`src/rtl/serial_adder.sv`:
```
// Bit-serial adder: loads two operands on start, adds LSB-first over WIDTH
// clocks through one full-adder slice and a carry flop, then pulses done.
module serial_adder #(
    parameter int WIDTH = 8
) (
    input  logic             clk,
    input  logic             rst,
    input  logic             start,
    input  logic [WIDTH-1:0] a,
    input  logic [WIDTH-1:0] b,
    output logic             busy,
    output logic             done,
    output logic [WIDTH-1:0] sum,
    output logic             cout
);
    localparam int CW = $clog2(WIDTH);

    typedef enum logic [1:0] {
        S_IDLE,
        S_RUN,
        S_FIN
    } state_t;

    state_t           state, state_nxt;
    logic [WIDTH-1:0] a_sr, b_sr;
    logic             carry;
    logic [CW-1:0]    cnt;
    logic             last;
    logic             bit_s;
    logic             carry_nxt;

    // Single full-adder slice built from the two half-adder stages.
    assign bit_s     = a_sr[0] ^ b_sr[0] ^ carry;
    assign carry_nxt = (a_sr[0] & b_sr[0]) | (carry & (a_sr[0] ^ b_sr[0]));
    assign last      = (cnt == CW'(WIDTH - 1));

    always_ff @(posedge clk) begin
        if (rst) state <= S_IDLE;
        else     state <= state_nxt;
    end

    always_comb begin
        state_nxt = state;
        case (state)
            S_IDLE:  if (start) state_nxt = S_RUN;
            S_RUN:   if (last)  state_nxt = S_FIN;
            S_FIN:   state_nxt = S_IDLE;
            default: state_nxt = S_IDLE;
        endcase
    end

    always_ff @(posedge clk) begin
        if (rst) begin
            a_sr  <= '0;
            b_sr  <= '0;
            carry <= 1'b0;
            cnt   <= '0;
            sum   <= '0;
            cout  <= 1'b0;
        end else begin
            case (state)
                S_IDLE: begin
                    if (start) begin
                        a_sr  <= a;
                        b_sr  <= b;
                        carry <= 1'b0;
                        cnt   <= '0;
                        sum   <= '0;
                        cout  <= 1'b0;
                    end
                end
                S_RUN: begin
                    // Sum fills from the MSB so bit 0 lands in place after WIDTH shifts.
                    sum   <= {bit_s, sum[WIDTH-1:1]};
                    a_sr  <= {1'b0, a_sr[WIDTH-1:1]};
                    b_sr  <= {1'b0, b_sr[WIDTH-1:1]};
                    carry <= carry_nxt;
                    cnt   <= cnt + CW'(1);
                    if (last) cout <= carry_nxt;
                end
                default: ;
            endcase
        end
    end

    assign busy = (state == S_RUN);
    assign done = (state == S_FIN);
endmodule
```
`config.mk`:
```
export PLATFORM = sky130hd
export DESIGN_NAME = serial_adder
export DESIGN_NICKNAME = d
export VERILOG_FILES = /design/src/rtl/serial_adder.sv
export SDC_FILE = /design/constraint.sdc
export NUM_CORES = 1
export LEC_CHECK = 0
export ABC_CLOCK_PERIOD_IN_PS = 2300
export CAP_MARGIN = 10
export CELL_PAD_IN_SITES_DETAIL_PLACEMENT = 0
export CELL_PAD_IN_SITES_GLOBAL_PLACEMENT = 1
export CORE_MARGIN = 1.5
export CORE_UTILIZATION = 50
export DETAILED_ROUTE_END_ITERATION = 10
export DONT_BUFFER_PORTS = 1
export PLACE_DENSITY_LB_ADDON = 0.2
export SLEW_MARGIN = 20
export SYNTH_ARGS = -nofsm -noshare
export SYNTH_HDL_FRONTEND = slang
export SYNTH_SLANG_ARGS = --single-unit
```
`constraint.sdc`:
```
create_clock -name clk -period 2.3 [get_ports clk]
set_input_delay 0.345 -clock clk [delete_from_list [all_inputs] [get_ports clk]]
set_output_delay 0.345 -clock clk [all_outputs]
set_load 0.005 [all_outputs]
```
* Word-level counts from Yosys, hierarchy flattened *
Index checks and enable logic that the tools add are counted.
Widths: inputs -> output; s select.

operators by class
  add/sub/neg operators = 1
  eq/ne operators = 5
  muxes and demuxes = 15
  bitwise gates (word level) = 5
  reductions and logical operators = 5

operators with widths
  cell                 count
  $pmux 8 s2           3
  $mux 8               3
  $pmux 3 s2           1
  $mux 2               2
  $pmux 1 s2           2
  $pmux 2 s2           1
  $reduce_and 2->1     2
  $add 3x1->3 const B  1
  $eq 3x3->1 const B   1
  $mux 3               1
  $reduce_and 3->1     1
  $and 1x1->1          2
  $eq 2x1->1 const B   1
  $eq 2x2->1 const B   1
  $logic_not 2->1      1
  $mux 1               2
  $ne 2x1->1 const B   1
  $ne 2x2->1 const B   1
  $reduce_bool 2->1    1
  $xor 1x1->1          2
  $or 1x1->1           1

word-level totals
  bits in registers = 31

* Longest topological paths before layout *
  depth after elaboration = 5
  depth in mapped cells = 5

* Worst setup path after synthesis *
Ideal clock, no wire load.

  kind = reg2reg
  start point = reg a_sr[0]
  end point = reg cout
  arrival time = 0.991 ns
  required time = 2.160 ns
  path slack = 1.169 ns
  stages on the path, launching flop included = 4
  clock period less this slack = 1.131 ns
  cell sequence = dfxtp_1 > fa_1 > a32oi_1 > a21oi_1

between the ends
  longest elaborated chain between the ends = 5

ends and longest elaborated chain
  what                    line  source
  start, declared         25    logic [WIDTH-1:0] a_sr, b_sr;
  start signal, assigned  75    a_sr <= {1'b0, a_sr[WIDTH-1:1]};
  $xor 1x1->1             34    assign carry_nxt = (a_sr[0] & b_sr[0]) | (carry & (a_sr[0] ^ b_sr[0]));
  $and 1x1->1             34
  $or 1x1->1 *            34
  $mux 1 *                79    if (last) cout <= carry_nxt;
  $pmux 1 s2 *            61    case (state)
  end signal, assigned    79
  end, declared           14    output logic cout

Mark *: on every way between the ends. The rest lies on a longest branch, timed or not. The select of a mux whose other input is x is not followed.
A chain may end at the register's enable or synchronous reset.

* Worst setup path in the final report *
  start point = reg state[0]
  end point = out busy

between the ends
  longest elaborated chain between the ends = 1

ends and longest elaborated chain
  what                    line  source
  start, declared         24    state_t state, state_nxt;
  start signal, assigned  39    else state <= state_nxt;
  $eq 2x1->1              86    assign busy = (state == S_RUN);
  end, declared           11    output logic busy,

Every way passes these cells.

==> impl_results.md <==
- Worst setup EP type: output port
- Total number of vias: about 900
- H-tree levels: 2
- Final Max Slew Viols: 0
- Post-CTS setup buffers: 0
- Setup crit start kind: register
- Vias in the first global route: ~830
- Slowest cell on crit path: dfxtp_1
- Buffers and inverters on the worst path: 0
- Drt total wl: ~2300 um
- Max VDD drop: around 0.53 mV
- First-pass GRT wire length: between 3000 and 4000 um
- GRT busiest layer: met2
- Netlist cell types: 25
- Initial Util: 53.7%
- TritonCTS clock tree: yes
- GR Util met2: 23.6%
- Post-Route Skew: 7.53 ps
- Crit Path Max Fanout: 15
- Leading area contributor after synthesis: dfxtp_1
- Initial antenna violation count: 0
- Die width: around 55 um
- Initial DRC count: 13
- Fin crit share: between 80 and 90%
- Num rows: 18
- Nets: 150
- Total GRT Usage: roughly 18%
- Syn-to-layout area delta: 1.11%
- FF+latch count, synth: 31
- Die footprint: approximately 3000 um2
- Syn nets: 152
- Post-CTS sizing: 0
- Rel. slew slack: a little over three fifths
- Status: finished clean
- Met1 usage: between 20% and 30%
- Met3 GRT Util: approximately 5.9%
- RSZ-0062 raised after global routing: false
- Routability congestion estimate: roughly 0.75
- CP delay by family, top: flip-flops
- Routed Antenna Nets: 0
- Pin count of the biggest net entering global routing: 32
- EDFF count, synth: 0
- Most frequent cells in the layout: dfxtp_1, nor2_1, mux2i_1
- Most common cell after layout, fill and taps aside: dfxtp_1
- Critical-path cell list: nor2b_2
- Io pins: 30
- Clock buffer depth: 2
- Register area share after synthesis: between 40 and 50%
- Top cells by area, synth: dfxtp_1, mux2i_1, a211oi_2
- DRC Markers: 0
- Power Density: roughly 740 nW/um2
- Synth Flop Type: dfxtp_1
- Yosys top cell area share: between 40% and 50%
- Worst Tran Pin Value: ~560 ps
- Hpwl dp: around 1500 um
- Clock Sinks: 31
- DRT Pass-1 Iters: 4
- Total grt overflow: 0
- I/O Buffers: 0
- CP Class: reg2out
- Layout cells sized above 1: 15.5%
- Hold Buf Count CTS: 0
- Via/cell ratio: approximately 5.6
- Yosys warning total: 0
- Antenna cell count: 0
- Max_cap viols: 0
- Die H: between 50 and 60 um
- Worst skew pair latency: 330 ps
- Worst path max stage delay: between 600 and 700 ps
- Gate Count Post-Synth: 130
- Async S/R FF share, synth: 0%
- CP required: slightly below 2000 ps
- Number of buffers created by CTS: 5
- F_max: 0.527 GHz
- CORE AREA: ~2500 um2
- Setup total negative slack: 0 ps
- Arr. time, crit path: between 1500 and 2000 ps
- Hold Slack: between 60 and 70 ps
- Lkg Pwr: between 0.5 and 0.6 nW
- Mapped Area: roughly 1400 um2
- Final min period: approximately 1900 ps
- Worst Hold Class: in2reg
- Clk pin slew, worst setup/hold paths: roughly 100 ps
- Final Hold Viols: 0
- Finish-stage setup viols: 0
- Routed WL per cell: 14.3 um
- Syn Area/Cell: about 10 um2
- Clk root buf: clkbuf_4
## registers in the layout (all words and copies together) (netlist names)
name	cells
carry	1
sum	8
cnt	3
state	2
a_sr	8
b_sr	8
cout	1
## power by group
| group | leakage [nW] | internal [mW] | switching, mW |
|---|---|---|---|
| Clock | 0.0293 | 0.119 | 0.186 |
| Sequential | 0.254 | 0.567 | 0.0226 |
| Combinational | 0.231 | 0.0530 | 0.0608 |
## stage by stage
stage               cell area, um2  power [mW]  std cells  setup slack [ps]  utilization (%)
floorplan                     1360       0.721        130              1170                -
global placement              1320       0.714        151               751             52.3
detailed placement            1320       0.718        151               706             52.3
CTS                           1370        1.02        159               391             54.3
global route                  1370        1.06        159               277             54.3
finish                        1370        1.01        159               401             54.3
## final timing paths
| check | slack [ps] | from | endpoint | cells after the start |
|---|---|---|---|---|
| max | 400 | state[0] | busy | 1 |
| min reg2reg | 480 | b_sr[7] | b_sr[7] | 2 |
| max reg2reg | 680 | state[0] | cout | 3 |
| min | 60 | rst | a_sr[6] | 1 |
## synth_stat cells, types with 2 or more instances
cell and n:
inv_1 2, buf_6 3, a211oi_2 10, buf_4 2, clkbuf_1 3, mux2i_1 14, ha_1 2, o21ai_0 2
dfxtp_1 31, nand4_1 2, a211oi_1 5, a22oi_1 11, a21oi_1 4, nor2_1 28
## metal layers
metal  up-vias  wire, um
met5         -         0
met4         0        61
met3         8       155
met2        26       982
met1       401      1070
li1        463         -
## cell families (layout without fill, tap and decap cells)
kind of cell / after synthesis / after routing / synth area share [%]
fa+ha+maj: 3 / 3 / 3.32
flops: 31 / 31 / 45.8
mux: 14 / 14 / 10.3
compound gates: 35 / 35 / 23.0
simple gates: 35 / 35 / 11.1
buf+inv: 12 / 11 / 6.46
## final cells by class
| cell class | instances | area [um2] |
|---|---|---|
| flip-flops and latches | 31 | 621 |
| well taps | 30 | 37.5 |
| multi-input cells | 87 | 647 |
| clock buffers | 7 | 45.0 |
| inverters | 2 | 7.51 |
| fillers | 247 | 1150 |
| clock inverters | 1 | 5.00 |
| repair buffers | 1 | 7.51 |
No activity file was read; power rests on OpenSTA's default activity.
